[config.mk]
export PLATFORM = sky130hd
export DESIGN_NAME = fetch_unit_flat
export DESIGN_NICKNAME = d
export VERILOG_FILES = /design/src/rtl/fetch_unit_if.sv /design/src/rtl/fetch_unit.sv /design/src/flat_wrapper.sv
export SDC_FILE = /design/constraint.sdc
export NUM_CORES = 1
export LEC_CHECK = 0
export ABC_CLOCK_PERIOD_IN_PS = 14900
export BUFFER_PORTS_ARGS = -buffer_cell sky130_fd_sc_hd__buf_2
export CELL_PAD_IN_SITES_DETAIL_PLACEMENT = 1
export CELL_PAD_IN_SITES_GLOBAL_PLACEMENT = 2
export CORE_AREA = 4 4 138 173
export CTS_BUF_LIST = sky130_fd_sc_hd__clkbuf_4
export CTS_CLUSTER_SIZE = 40
export DETAILED_ROUTE_END_ITERATION = 8
export DIE_AREA = 0 0 142 177
export PLACE_DENSITY_LB_ADDON = 0.1
export SYNTH_ARGS = -nofsm -noshare
export SYNTH_HDL_FRONTEND = slang
export SYNTH_SLANG_ARGS = --single-unit
[constraint.sdc]
create_clock -name i_clk -period 14.9 [get_ports i_clk]
set_clock_uncertainty 0.05 [all_clocks]
set_input_delay 0 -clock i_clk [delete_from_list [all_inputs] [get_ports i_clk]]
set_output_delay 0 -clock i_clk [all_outputs]
set_load 0.005 [all_outputs]
[src/rtl/fetch_unit_if.sv]
// Fetch-unit bus bundle: instruction-memory req/gnt/rvalid port, decode valid/ready port, redirect.
// master = fetch unit side, slave = memory/decode/branch environment side.
interface fetch_unit_if;
    logic        o_imem_req;
    logic [31:0] o_imem_addr;
    logic        i_imem_gnt;
    logic        i_imem_rvalid;
    logic [31:0] i_imem_rdata;
    logic [31:0] o_inst;
    logic [31:0] o_pc;
    logic        o_inst_vld;
    logic        i_inst_rdy;
    logic        i_redirect;
    logic [31:0] i_redirect_pc;

    modport master (
        output o_imem_req, o_imem_addr, o_inst, o_pc, o_inst_vld,
        input  i_imem_gnt, i_imem_rvalid, i_imem_rdata, i_inst_rdy, i_redirect, i_redirect_pc
    );

    modport slave (
        input  o_imem_req, o_imem_addr, o_inst, o_pc, o_inst_vld,
        output i_imem_gnt, i_imem_rvalid, i_imem_rdata, i_inst_rdy, i_redirect, i_redirect_pc
    );
endinterface

[src/rtl/fetch_unit.sv]
// In-order instruction fetch: credit-limited requests to imem, small instruction buffer toward decode,
// redirect flushes the buffer and drains in-flight responses before fetching from the new PC.
module fetch_unit #(
    parameter logic [31:0] RESET_PC = 32'h0000_0000,
    parameter int          DEPTH    = 2
) (
    input  logic          i_clk,
    input  logic          i_reset,
    fetch_unit_if.master  bus
);
    localparam int          PW  = (DEPTH > 1) ? $clog2(DEPTH) : 1;
    localparam int          CW  = $clog2(DEPTH + 1);
    localparam logic [31:0] NOP = 32'h0000_0013;

    typedef enum logic [0:0] {FETCH, DRAIN} state_t;

    state_t          state_q, state_d;
    logic [31:0]     pc_q, pc_d;
    logic [31:0]     resp_pc_q, resp_pc_d;
    logic [CW-1:0]   count_q, count_d;
    logic [CW-1:0]   outst_q, outst_d;
    logic [PW-1:0]   rd_ptr_q, rd_ptr_d;
    logic [PW-1:0]   wr_ptr_q, wr_ptr_d;
    logic [31:0]     buf_inst_q [DEPTH];
    logic [31:0]     buf_pc_q   [DEPTH];

    logic            pop;
    logic            push;
    logic            req;
    logic            grant;
    logic [CW:0]     credit_used;

    always_comb begin
        pop         = (count_q != '0) && bus.i_inst_rdy;
        // Credits cover both buffered entries and responses still owed by memory.
        credit_used = {1'b0, count_q} + {1'b0, outst_q} - (CW+1)'(pop);
        req         = !i_reset && (state_q == FETCH) && (credit_used < (CW+1)'(DEPTH));
        grant       = req && bus.i_imem_gnt;

        state_d   = state_q;
        pc_d      = pc_q;
        resp_pc_d = resp_pc_q;
        count_d   = count_q;
        outst_d   = outst_q;
        rd_ptr_d  = rd_ptr_q;
        wr_ptr_d  = wr_ptr_q;
        push      = 1'b0;

        if (bus.i_redirect) begin
            pc_d      = bus.i_redirect_pc & 32'hFFFF_FFFC;
            resp_pc_d = bus.i_redirect_pc & 32'hFFFF_FFFC;
            count_d   = '0;
            rd_ptr_d  = '0;
            wr_ptr_d  = '0;
            outst_d   = outst_q + CW'(grant) - CW'(bus.i_imem_rvalid);
            state_d   = (outst_d != '0) ? DRAIN : FETCH;
        end else if (state_q == FETCH) begin
            push = bus.i_imem_rvalid;
            if (grant) begin
                pc_d = pc_q + 32'd4;
            end
            if (push) begin
                resp_pc_d = resp_pc_q + 32'd4;
                wr_ptr_d  = wr_ptr_q + PW'(1);
            end
            if (pop) begin
                rd_ptr_d = rd_ptr_q + PW'(1);
            end
            count_d = count_q + CW'(push) - CW'(pop);
            outst_d = outst_q + CW'(grant) - CW'(bus.i_imem_rvalid);
        end else begin
            // Responses to pre-redirect requests are thrown away until none remain.
            if (bus.i_imem_rvalid) begin
                outst_d = outst_q - CW'(1);
                if (outst_q == CW'(1)) begin
                    state_d = FETCH;
                end
            end
        end
    end

    always_ff @(posedge i_clk or posedge i_reset) begin
        if (i_reset) begin
            state_q   <= FETCH;
            pc_q      <= RESET_PC;
            resp_pc_q <= RESET_PC;
            count_q   <= '0;
            outst_q   <= '0;
            rd_ptr_q  <= '0;
            wr_ptr_q  <= '0;
        end else begin
            state_q   <= state_d;
            pc_q      <= pc_d;
            resp_pc_q <= resp_pc_d;
            count_q   <= count_d;
            outst_q   <= outst_d;
            rd_ptr_q  <= rd_ptr_d;
            wr_ptr_q  <= wr_ptr_d;
        end
    end

    // Payload storage carries no reset; occupancy alone decides validity.
    generate
        for (genvar gi = 0; gi < DEPTH; gi++) begin : g_entry
            always_ff @(posedge i_clk) begin
                if (push && (wr_ptr_q == PW'(gi))) begin
                    buf_inst_q[gi] <= bus.i_imem_rdata;
                    buf_pc_q[gi]   <= resp_pc_q;
                end
            end
        end
    endgenerate

    always_comb begin
        bus.o_imem_req  = req;
        bus.o_imem_addr = pc_q;
        bus.o_inst_vld  = (count_q != '0);
        bus.o_inst      = NOP;
        bus.o_pc        = 32'h0000_0000;
        if (count_q != '0) begin
            bus.o_inst = buf_inst_q[rd_ptr_q];
            bus.o_pc   = buf_pc_q[rd_ptr_q];
        end
    end
endmodule
[src/flat_wrapper.sv]
// flat-port wrapper written by rule: the top's interface ports become plain ports
module fetch_unit_flat 
#(
    parameter logic [31:0] RESET_PC = 32'h0000_0000,
    parameter int          DEPTH    = 2
)
  (i_clk, i_reset, bus_o_imem_req, bus_o_imem_addr, bus_o_inst, bus_o_pc, bus_o_inst_vld, bus_i_imem_gnt, bus_i_imem_rvalid, bus_i_imem_rdata, bus_i_inst_rdy, bus_i_redirect, bus_i_redirect_pc);
  fetch_unit_if bus_i ();
  input  logic i_clk;
  input  logic i_reset;
  output wire logic [$bits(bus_i.o_imem_req)-1:0] bus_o_imem_req;
  output wire logic [$bits(bus_i.o_imem_addr)-1:0] bus_o_imem_addr;
  output wire logic [$bits(bus_i.o_inst)-1:0] bus_o_inst;
  output wire logic [$bits(bus_i.o_pc)-1:0] bus_o_pc;
  output wire logic [$bits(bus_i.o_inst_vld)-1:0] bus_o_inst_vld;
  input wire logic [$bits(bus_i.i_imem_gnt)-1:0] bus_i_imem_gnt;
  input wire logic [$bits(bus_i.i_imem_rvalid)-1:0] bus_i_imem_rvalid;
  input wire logic [$bits(bus_i.i_imem_rdata)-1:0] bus_i_imem_rdata;
  input wire logic [$bits(bus_i.i_inst_rdy)-1:0] bus_i_inst_rdy;
  input wire logic [$bits(bus_i.i_redirect)-1:0] bus_i_redirect;
  input wire logic [$bits(bus_i.i_redirect_pc)-1:0] bus_i_redirect_pc;
  assign bus_o_imem_req = bus_i.o_imem_req;
  assign bus_o_imem_addr = bus_i.o_imem_addr;
  assign bus_o_inst = bus_i.o_inst;
  assign bus_o_pc = bus_i.o_pc;
  assign bus_o_inst_vld = bus_i.o_inst_vld;
  assign bus_i.i_imem_gnt = bus_i_imem_gnt;
  assign bus_i.i_imem_rvalid = bus_i_imem_rvalid;
  assign bus_i.i_imem_rdata = bus_i_imem_rdata;
  assign bus_i.i_inst_rdy = bus_i_inst_rdy;
  assign bus_i.i_redirect = bus_i_redirect;
  assign bus_i.i_redirect_pc = bus_i_redirect_pc;
  fetch_unit #(.RESET_PC(RESET_PC), .DEPTH(DEPTH)) u_core (.i_clk(i_clk), .i_reset(i_reset), .bus(bus_i));
endmodule
==> results of run 1 <==
per-stage QoR:
stage          std cells  hold slack (ps)
2_1_floorplan        750           -13.54
3_3_place_gp        1158           -76.24
3_5_place_dp        1158           -72.82
4_1_cts             1258            30.32
5_1_grt             1260            19.04
6_report            1260            83.72
power by group through the flow:
stage          logic (W)  clock network, W  registers (W)
3_5_place_dp    0.000332                 0       0.000688
4_1_cts         0.000349          0.000324       0.000677
2_1_floorplan   0.000215                 0       0.000661
6_report        0.000342          0.000309       0.000678
3_3_place_gp    0.000321                 0       0.000683
5_1_grt         0.000385          0.000344       0.000686
repair_timing:
action | in CTS | in global routing
hold buffers | 68 | 0
endpoints found under the hold margin | 198 | 0
endpoints found under the setup margin | 0 | 0
area by class of cell:
type,count,area (um2)
fillers,2426,11200
flip-flops and latches,191,5404
multi-input cells,505,3346
repair buffers,235,1531
well taps,283,354.1
clock inverters,14,192.7
clock buffers,18,135.1
inverters,12,46.29
diodes,2,5.005
registers in the layout (all words and copies together) (netlist names):
name                    flops
u_core.bus.o_imem_addr     30
u_core.buf_inst_q          64
u_core.count_q              2
u_core.outst_q              2
u_core.buf_pc_q            60
u_core.rd_ptr_q             1
u_core.resp_pc_q           30
u_core.wr_ptr_q             1
u_core.state_q              1
cells by family after synthesis:
family | Yosys count | share of synthesized area (%)
xor gates and xnor gates | 22 | 2.236
other | 1 | 0.04189
adders and majority gates | 9 | 1.342
and+or+nand+nor | 299 | 17.78
AOI/OAI and AO/OA | 96 | 7.171
DFF | 191 | 60.33
muxes | 75 | 8.527
buffers and inverters | 54 | 2.572
cells in the final DEF (no fill, tap or decap), types with 4 or more instances in the layout:
master,count
sky130_fd_sc_hd__o31ai_1,14
sky130_fd_sc_hd__nor2b_1,8
sky130_fd_sc_hd__or3_1,11
sky130_fd_sc_hd__and2_1,4
sky130_fd_sc_hd__mux2i_1,65
sky130_fd_sc_hd__clkbuf_4,18
sky130_fd_sc_hd__nand2_1,40
sky130_fd_sc_hd__dlygate4sd3_1,68
sky130_fd_sc_hd__conb_1,4
sky130_fd_sc_hd__and4_1,11
sky130_fd_sc_hd__buf_2,161
sky130_fd_sc_hd__and3_1,9
sky130_fd_sc_hd__dfrtp_1,66
sky130_fd_sc_hd__a211oi_1,17
sky130_fd_sc_hd__nor3_1,13
sky130_fd_sc_hd__o21ai_0,17
sky130_fd_sc_hd__a21oi_1,10
sky130_fd_sc_hd__buf_4,6
sky130_fd_sc_hd__xor2_1,4
sky130_fd_sc_hd__o31a_1,4
sky130_fd_sc_hd__mux2_2,10
sky130_fd_sc_hd__nand4_1,29
sky130_fd_sc_hd__edfxtp_1,124
sky130_fd_sc_hd__nor4_1,14
sky130_fd_sc_hd__inv_1,10
sky130_fd_sc_hd__or4_1,16
sky130_fd_sc_hd__xnor2_1,17
sky130_fd_sc_hd__inv_8,5
sky130_fd_sc_hd__nand3_1,15
sky130_fd_sc_hd__ha_1,8
sky130_fd_sc_hd__nor3b_1,4
sky130_fd_sc_hd__nor2_1,101
sky130_fd_sc_hd__a31oi_1,21
sky130_fd_sc_hd__nand2b_1,5
layer usage:
metal / wire (um) / global-route usage, %
met3: 1036 / 3.514
met5: 0 / 0
met1: 10370 / 24.89
met4: 310 / 5.640
met2: 12390 / 34.21
how the worst max path moves through the flow:
stage | endpoint | slack [ps] | depth (start not counted)
3_5_place_dp | u_core.bus.o_imem_addr[31] | 11060 | 11
4_1_cts | u_core.bus.o_imem_addr[20] | 11010 | 11
3_3_place_gp | u_core.bus.o_imem_addr[26] | 11130 | 11
5_1_grt | u_core.bus.o_imem_addr[22] | 10740 | 11
6_report | u_core.bus.o_imem_addr[20] | 11080 | 11
2_1_floorplan | u_core.buf_inst_q[0][0] | 9470 | 2
==> results.ini, run 1 <==
[yosys]
synth_register_bits=191
ys.flop_type=sky130_fd_sc_hd__edfxtp_1
netlist_top_cells_area=sky130_fd_sc_hd__edfxtp_1 (42%), sky130_fd_sc_hd__dfrtp_1 (19%), sky130_fd_sc_hd__mux2i_1 (7.3%), sky130_fd_sc_hd__nor2_1 (4.3%), sky130_fd_sc_hd__nand4_1 (2.0%)
netlist_top_cells_count=sky130_fd_sc_hd__edfxtp_1 (124), sky130_fd_sc_hd__nor2_1 (102), sky130_fd_sc_hd__dfrtp_1 (67)
synth_area_per_cell_um2=11.98
synth_warnings=0
synth.yosys.seq_area_share_pct=60.33
post_synth_edffs=124
synth.distinct_cells=54
syn-cell-area_mm2=0.008951
ys_async_sr_fraction_pct=35.08
synth_top_area_cell=sky130_fd_sc_hd__edfxtp_1
synthCells=747
post-synth-top-count-cell=sky130_fd_sc_hd__edfxtp_1
synth_top_area_share_pct=41.60

[setup_path]
required_ps=15360
worstSetupStartpoint=u_core.count_q[1]
critical_path.endpoint_type=flip-flop
cp_num_buf_inv=2
crit_fanout=62
ff2ff_path_depth=11
criticalPathCategory=reg -> reg
crit-reg2reg-launch=u_core.count_q[1]
critPathLaunchType=flip-flop
critPathTopFamily=simple AND/OR/NAND/NOR gates
worst_ep_arrival_time_ps=4280
cp_cell_sequence=nor2_4 -> buf_4 -> nor2b_1 -> ha_1 -> inv_1 -> nand2_1 -> fa_1 -> and4bb_2 -> nand4_2 -> or4_1 -> a31oi_1
reg2reg_capture_point=u_core.bus.o_imem_addr[20]
reg2reg_slack_ps=11080
slowest_stage=sky130_fd_sc_hd__or4_1
critPathMaxStageDelay_ps=620

[timing]
timing.final.setup_violations=0
finalCritPeriodShare_pct=25.62
rsz0062_at_grt=false
finalWorstSetupSlack_ps=11080
worst_slew_margin_rel_pct=23.51
max_slew.worst_pin.slew_ps=1147
fin_setup_tns_ps=0
drv_slew=0
time_the_worst_path_needs_with_i_o_delays_and_setup_ps=3817
final_hold_viol_count=0
max_clock_freq_ghz=0.2620

[routing]
route.final.wire_length_um=24100
post-route-drc-count=0
dr.first_iter.drc_count=291
vias_per_cell=5.453
via_count=6871
drt_first_pass_iters=4
antenna_violating_nets_post_route=0
route.detailed.wl_per_inst_um=19.13

[clocking]
clockRootBuffer=sky130_fd_sc_hd__clkbuf_4
post_cts_resize_count=0
number_of_buffers_on_the_longest_clock_path=2
cts_htree_levels=4
clk_transition_reported_paths_ps=170
cts_tree=yes
post-cts-setup-buffers=0
clkSinkCount=191
clock_latency_ps=570
cts_buffer_count=17

[power_and_ir_drop]
swShare_pct=33.91
total_power_divided_by_cell_area_mw_per_mm2=120.6
p_sw_w=0.0004506
max-vdd-ir-drop_mv=0.06878
report.power.total_w=0.001329
cellLeakagePower_nw=4.113
clkPwrFrac_pct=23.3
sequential_share_of_power_pct=51.0
p_comb_share_pct=25.7
cellInternalPower_w=0.0008780

[place]
port-buffer-count=161
dp_slack_ps=11060
dpl-instance-area_mm2=0.01000
finalWeightedCongestion=0.7979
dp_hpwl_um=16500

[floorplan]
placementRows=61
initial_core_util_pct=40.30
dieArea_mm2=0.02513
dieWidth_um=142
area_inside_the_core_boundary_mm2=0.02221
io_count=168
dieHeight_um=177

[worst_hold_path]
hold_path_depth=2
worst_hold_path_type=in -> reg
hp-start=bus_i_imem_rdata[3]
hold-path-endpoint=u_core.buf_inst_q[0][3]

[status]
status=finished clean

[job]
max_cap_violations=0

[global_routing]
pin_count_of_the_biggest_net_entering_global_routing=76
grt_antenna_before_repair=1
globalRouteOverflowTotal=0
total_track_usage_pct=19.60
grt_first_pass_wirelength_um=39050
via_count_of_the_first_global_routing_pass=7445

[final_layout]
final_layout_size_suffix_gt1_share_pct=22.97
syn_to_final_growth_pct=23.05
final_cell_area_mm2=0.01101
finalCoreUtilization_pct=49.59
fin_nets=1041

Note: power is estimated with default switching activity, not from simulation.
==> inputs of run 2 (changes only) <==
Settings changed: ABC_CLOCK_PERIOD_IN_PS 14900 to 3250, CORE_AREA 4 4 138 173 to 4 4 151 189, DIE_AREA 0 0 142 177 to 0 0 155 193.
Clock period 14.9 ns to 3.25 ns, I/O delays scaled along.
==> run 2 against run 1 <==
Sequential power increased to 4.6 times the previous value; count of clock-buffer cells in the layout grew 1; via count decreased by 0.38%; register-to-register slack worse by 11000 ps; final cell count is 5.3% higher; first-iteration DRC count shrank 5.5%; global-route usage decreased by 2.4 points; critical path type unchanged; critical endpoint is now u_core.bus.o_imem_addr[13]; largest power group unchanged.
==> results.ini, run 2 (synthesized netlist as in run 1, its figures left out) <==
[status]
status=finished clean

[timing]
final_hold_viol_count=0  ; unchanged
fin_setup_tns_ps=0  ; unchanged
time_the_worst_path_needs_with_i_o_delays_and_setup_ps=3063  ; -753.6 ps
max_slew.worst_pin.slew_ps=1101  ; -46.43 ps
final.hold.worst_slack_ps=66.25  ; -17.47 ps
timing.final.setup_violations=0  ; unchanged
rsz0062_at_grt=false
finalCritPeriodShare_pct=94.25  ; +69 points
drv_slew=0  ; unchanged
worst_slew_margin_rel_pct=26.60  ; +3.1 points
max_clock_freq_ghz=0.3265  ; +25%

[routing]
antenna_violating_nets_post_route=0  ; unchanged
via_count=6845  ; -0.38%
route.detailed.wl_per_inst_um=18.90  ; -1.2%
route.final.wire_length_um=25090  ; +4.1%
dr.first_iter.drc_count=275  ; -5.5%
drt_first_pass_iters=5  ; +1
vias_per_cell=5.158  ; -5.4%
post-route-drc-count=0  ; unchanged

[global_routing]
pin_count_of_the_biggest_net_entering_global_routing=64  ; -16%
total_track_usage_pct=17.21  ; -2.4 points
globalRouteOverflowTotal=0  ; unchanged
grt_first_pass_wirelength_um=40740  ; +4.3%
via_count_of_the_first_global_routing_pass=7467  ; +0.30%
grt_antenna_before_repair=1  ; unchanged

[final_layout]
mostFrequentLayoutCell=sky130_fd_sc_hd__buf_2
max_ffs_per_register=64  ; unchanged
seqCellArea_mm2=0.005404  ; unchanged
final_layout_size_suffix_gt1_share_pct=23.45  ; +0.47 points
top_register=u_core.buf_inst_q
fill_cells=2891  ; +19%
finish.cell_count_without_fillers=1327  ; +5.3%
final_cell_mix=sky130_fd_sc_hd__buf_2 (161), sky130_fd_sc_hd__edfxtp_1 (124), sky130_fd_sc_hd__nor2_1 (100)
final_cell_area_mm2=0.01115  ; +1.2%
finalCoreUtilization_pct=41.69  ; -7.9 points
syn_to_final_growth_pct=24.55
layout_top_registers=u_core.buf_inst_q (64), u_core.buf_pc_q (60)
fin_nets=1047  ; +0.58%
area_of_the_multi_input_gates_mm2=0.003367  ; +0.64%

[setup_path]
crit_fanout=9  ; -85%
crit_path_end=u_core.bus.o_imem_addr[13]
crit-reg2reg-launch=u_core.count_q[1]
worstSetupStartpoint=u_core.count_q[1]
critical_path.endpoint_type=flip-flop
reg2reg_capture_point=u_core.bus.o_imem_addr[13]
ff2ff_path_depth=10  ; -1
worst_ep_arrival_time_ps=3520  ; -760 ps
criticalPathCategory=reg -> reg
required_ps=3710  ; -11650 ps
critPathLaunchType=flip-flop
reg2reg_slack_ps=190  ; -10900 ps

[power_and_ir_drop]
max-vdd-ir-drop_mv=0.2700  ; +290%
cellLeakagePower_nw=4.125  ; +0.29%
total_power_divided_by_cell_area_mw_per_mm2=546.2  ; +350%

[floorplan]
dieHeight_um=193  ; +9.0%
initial_core_util_pct=33.47  ; -6.8 points
io_count=168  ; unchanged
dieWidth_um=155  ; +9.2%
dieArea_mm2=0.02992  ; +19%
area_inside_the_core_boundary_mm2=0.02674  ; +20%
placementRows=67  ; +9.8%

[place]
dpl-instance-area_mm2=0.01015  ; +1.5%
port-buffer-count=161  ; unchanged
dp_hpwl_um=17590  ; +6.6%
placed_cells=1225  ; +5.8%
finalWeightedCongestion=0.7900  ; -0.99%

[clocking]
number_of_buffers_on_the_longest_clock_path=2  ; unchanged
clock_latency_ps=600  ; +30 ps
clk_transition_reported_paths_ps=170  ; about the same
cts_tree=yes
cts_htree_levels=4  ; unchanged
clkSinkCount=191  ; unchanged
cts_buffer_count=17  ; unchanged
clockRootBuffer=sky130_fd_sc_hd__clkbuf_4

[job]
max_cap_violations=0  ; unchanged

[worst_hold_path]
worst_hold_path_type=in -> async

## run 2: what timing repair did
item                       4_1_cts  5_1_grt
gates resized for setup          1        2
hold endpoints to repair       174        0
setup endpoints to repair        2        7
hold buffers                    69        0
buffers inserted                 0        0
## run 2: layout make-up
cell class,instances,area share (%)
tap,345,3.872
antenna,1,0.02245
sequential,191,48.47
timing repair buffer,241,14.39
clock inverter,13,1.347
inverter,12,0.4153
multi-input combinational,505,30.20
clock buffer,19,1.279
## run 2: how the worst min path moves through the flow
stage                         startpoint                  endpoint  slack [ps]
global placement    bus_i_imem_rdata[16]  u_core.buf_inst_q[1][16]         140
global route        bus_i_imem_rdata[25]  u_core.buf_inst_q[1][25]          30
floorplan                        i_reset            bus_o_imem_req         -10
finish                           i_reset            u_core.state_q          70
CTS                 bus_i_imem_rdata[24]  u_core.buf_inst_q[1][24]          40
detailed placement  bus_i_imem_rdata[27]  u_core.buf_inst_q[0][27]         140
## run 2: metrics by stage
step	total power [W]	worst slack, ps
2_1_floorplan	0.004011	209.8
3_3_place_gp	0.004693	170.9
3_5_place_dp	0.004753	6.259
4_1_cts	0.006192	111.6
5_1_grt	0.006517	1.778
6_report	0.006089	186.9
## run 2: worst max-delay path, stage by stage (launching register included)
cell and delay, ps:
sky130_fd_sc_hd__dfrtp_1 470, sky130_fd_sc_hd__nor2_4 130, sky130_fd_sc_hd__nor2b_1 60, sky130_fd_sc_hd__ha_1 280, sky130_fd_sc_hd__inv_1 80, sky130_fd_sc_hd__nand2_1 70, sky130_fd_sc_hd__fa_1 530, sky130_fd_sc_hd__and4bb_4 340
sky130_fd_sc_hd__nand4_2 240, sky130_fd_sc_hd__or4_1 560, sky130_fd_sc_hd__a31oi_1 180
## run 2: power breakdown
group          leakage, nW  internal [W]  switching [W]  total (W)
combinational         2.06      0.000734       0.000922    0.00166
clock                0.161      0.000493       0.000854    0.00135
sequential            1.90       0.00282       0.000264    0.00309
## run 2: layer usage
| metal | part of all wire (%) | GRT usage, % | wire length, um | up-vias |
|---|---|---|---|---|
| met3 | 3.8 | 2.813 | 963 | 38 |
| met1 | 44 | 21.94 | 11070 | 3384 |
| met2 | 49 | 29.85 | 12380 | 164 |
| li1 | - | - | - | 3259 |
| met5 | 0 | 0 | 0 | - |
| met4 | 2.7 | 5.844 | 668 | 0 |
==> inputs of run 3 (changes only) <==
Settings changed: PLACE_DENSITY set to 0.82, PLACE_DENSITY_LB_ADDON 0.1 to not set.
==> run 3 against run 2 <==
Critical path type unchanged; first-iteration DRC count up 18%; sequential share of layout area decreased by 0.38 points; maximum frequency decreased by 0.90%; via count rose by 0.86%; setup slack got worse by 28 ps; wire length fell by 1.5%; non-clock buffer count is 5 higher; sequential cell count unchanged; die area stayed put; combinational power is essentially flat.
==> results.ini, run 3 (synthesized netlist as in run 1, its figures left out) <==
[floorplan]
dieArea_mm2=0.02992  ; unchanged
placementRows=67  ; unchanged
dieHeight_um=193  ; unchanged
area_inside_the_core_boundary_mm2=0.02674  ; unchanged
dieWidth_um=155  ; unchanged
io_count=168  ; unchanged
initial_core_util_pct=33.47  ; unchanged

[clocking]
clock_latency_ps=590  ; about the same
post-cts-setup-buffers=0  ; unchanged
cts_tree=yes
clkSinkCount=191  ; unchanged
cts_buffer_count=17  ; unchanged
clk_transition_reported_paths_ps=150  ; -20 ps
cts_htree_levels=4  ; unchanged
number_of_buffers_on_the_longest_clock_path=2  ; unchanged
clockRootBuffer=sky130_fd_sc_hd__clkbuf_4

[timing]
timing.final.setup_violations=0  ; unchanged
final.hold.worst_slack_ps=106.0  ; +39.73 ps
max_clock_freq_ghz=0.3235  ; -0.90%
drv_slew=0  ; unchanged
max_slew.worst_pin.slew_ps=967.4  ; -133.5 ps
final_hold_viol_count=0  ; unchanged
time_the_worst_path_needs_with_i_o_delays_and_setup_ps=3091  ; +27.78 ps
finalWorstSetupSlack_ps=159.1  ; -27.78 ps
worst_slew_margin_rel_pct=35.41  ; +8.8 points
finalCritPeriodShare_pct=95.10  ; +0.85 points
rsz0062_at_grt=true

[setup_path]
crit_fanout=4  ; -5
critPathMaxStageDelay_ps=550  ; about the same
cp_cell_sequence=nor2_4 -> nor2b_1 -> ha_1 -> inv_1 -> nand2_1 -> fa_1 -> xnor2_1 -> nor4_2 -> xor2_1 -> mux2_2 -> dlygate4sd3_1
ff2ff_path_depth=11  ; +1
reg2reg_slack_ps=160  ; -30 ps
criticalPathCategory=reg -> reg
crit-reg2reg-launch=u_core.count_q[1]
critical_path.endpoint_type=flip-flop
reg2reg_capture_point=u_core.bus.o_imem_addr[10]
worst_ep_arrival_time_ps=3520  ; about the same
slowest_stage=sky130_fd_sc_hd__dlygate4sd3_1
required_ps=3680  ; -30 ps
critPathLaunchType=flip-flop

[routing]
route.detailed.wl_per_inst_um=18.55  ; -1.9%
drt_first_pass_iters=4  ; -1
dr.first_iter.drc_count=324  ; +18%
vias_per_cell=5.183  ; +0.48%
via_count=6904  ; +0.86%
post-route-drc-count=0  ; unchanged
route.final.wire_length_um=24710  ; -1.5%
antenna_violating_nets_post_route=0  ; unchanged

[final_layout]
layout_top_registers=u_core.buf_inst_q (64), u_core.buf_pc_q (60)
syn_to_final_growth_pct=25.54
mostFrequentLayoutCell=sky130_fd_sc_hd__buf_2
final_cell_area_mm2=0.01124  ; +0.80%
top_register=u_core.buf_inst_q
final_cell_mix=sky130_fd_sc_hd__buf_2 (161), sky130_fd_sc_hd__edfxtp_1 (124), sky130_fd_sc_hd__nor2_1 (101)
max_ffs_per_register=64  ; unchanged
fin_nets=1052  ; +0.48%
final_layout_size_suffix_gt1_share_pct=23.73  ; +0.29 points
finish.cell_count_without_fillers=1332  ; +0.38%

[power_and_ir_drop]
total_power_divided_by_cell_area_mw_per_mm2=544.6  ; -0.29%
cellLeakagePower_nw=4.155  ; +0.73%
max-vdd-ir-drop_mv=0.2447  ; -9.4%

[place]
placed_cells=1229  ; +0.33%
dpl-instance-area_mm2=0.01020  ; +0.53%
finalWeightedCongestion=0.7926  ; +0.33%
port-buffer-count=161  ; unchanged
dp_slack_ps=60.63  ; +54.38 ps
dp_hpwl_um=17260  ; -1.9%

[global_routing]
pin_count_of_the_biggest_net_entering_global_routing=76  ; +19%
total_track_usage_pct=16.63  ; -0.57 points
via_count_of_the_first_global_routing_pass=7160  ; -4.1%
grt_antenna_before_repair=1  ; unchanged
globalRouteOverflowTotal=0  ; unchanged
grt_first_pass_wirelength_um=39230  ; -3.7%

[worst_hold_path]
hold_path_depth=2
hp-start=bus_i_imem_rdata[12]
worst_hold_path_type=in -> reg
hold-path-endpoint=u_core.buf_inst_q[1][12]

[job]
max_cap_violations=0  ; unchanged

[status]
status=finished clean

run 3: cell types whose count changed in the layout (fill, tap and decap cells not counted), sizes merged:
cell,delta
inv,-5
buf,+4
clkinv,+2
clkinvlp,+2
bufinv,+1
dlygate4sd3,+1
run 3: worst max-delay path by stage:
stage / end / cells past startpoint / start / slack [ps]
6_report: u_core.bus.o_imem_addr[10] / 11 / u_core.count_q[1] / 160
5_1_grt: u_core.bus.o_imem_addr[10] / 11 / u_core.count_q[1] / -30
4_1_cts: u_core.bus.o_imem_addr[24] / 10 / u_core.count_q[1] / 9
3_5_place_dp: u_core.bus.o_imem_addr[24] / 10 / u_core.count_q[1] / 60
3_3_place_gp: u_core.bus.o_imem_addr[26] / 10 / u_core.count_q[1] / 190
2_1_floorplan: u_core.bus.o_imem_addr[20] / 11 / u_core.count_q[1] / 210
run 3: repair_timing:
item | in CTS | in global routing
endpoints found under the setup margin | 0 | 8
endpoints found under the hold margin | 169 | 0
hold buffers | 70 | 0
resized for setup | 0 | 4
run 3: final cells by class:
| class | count | area (um2) |
|---|---|---|
| timing repair buffer | 246 | 1669 |
| sequential | 191 | 5404 |
| multi-input combinational | 505 | 3377 |
| inverter | 12 | 45.04 |
| clock inverter | 13 | 165.2 |
| tap | 345 | 431.7 |
| antenna | 1 | 2.502 |
| clock buffer | 19 | 142.6 |
| fill | 2911 | 15500 |
run 3: stage by stage:
stage	TNS [ps]	util (%)	total power, W
finish	0	42.02	0.006120
global route	-56.14	42.02	0.006532
CTS	0	41.92	0.006206
detailed placement	0	38.15	0.004749
global placement	0	38.15	0.004694
floorplan	0	-	0.004011
run 3: metal layers:
layer / vias up / global-route usage [%] / wire length (um)
li1: 3272 / - / -
met1: 3452 / 20.46 / 10460
met2: 157 / 29.75 / 12890
met3: 23 / 2.835 / 897
met4: 0 / 5.403 / 459
met5: - / 0 / 0
run 3: power by group:
part	total [W]	leakage, nW	switching, W	internal [W]
Sequential	0.00307	1.90	0.000249	0.00282
Clock	0.00136	0.157	0.000810	0.000553
Combinational	0.00168	2.10	0.000940	0.000745
run 3: critical path: cells and delay by family (launching register included):
family / cells / cell delay (ps)
flops: 1 / 460
buf+inv: 2 / 630
fa+ha+maj: 2 / 710
xor+xnor: 2 / 300
simple gates: 4 / 580
mux: 1 / 270
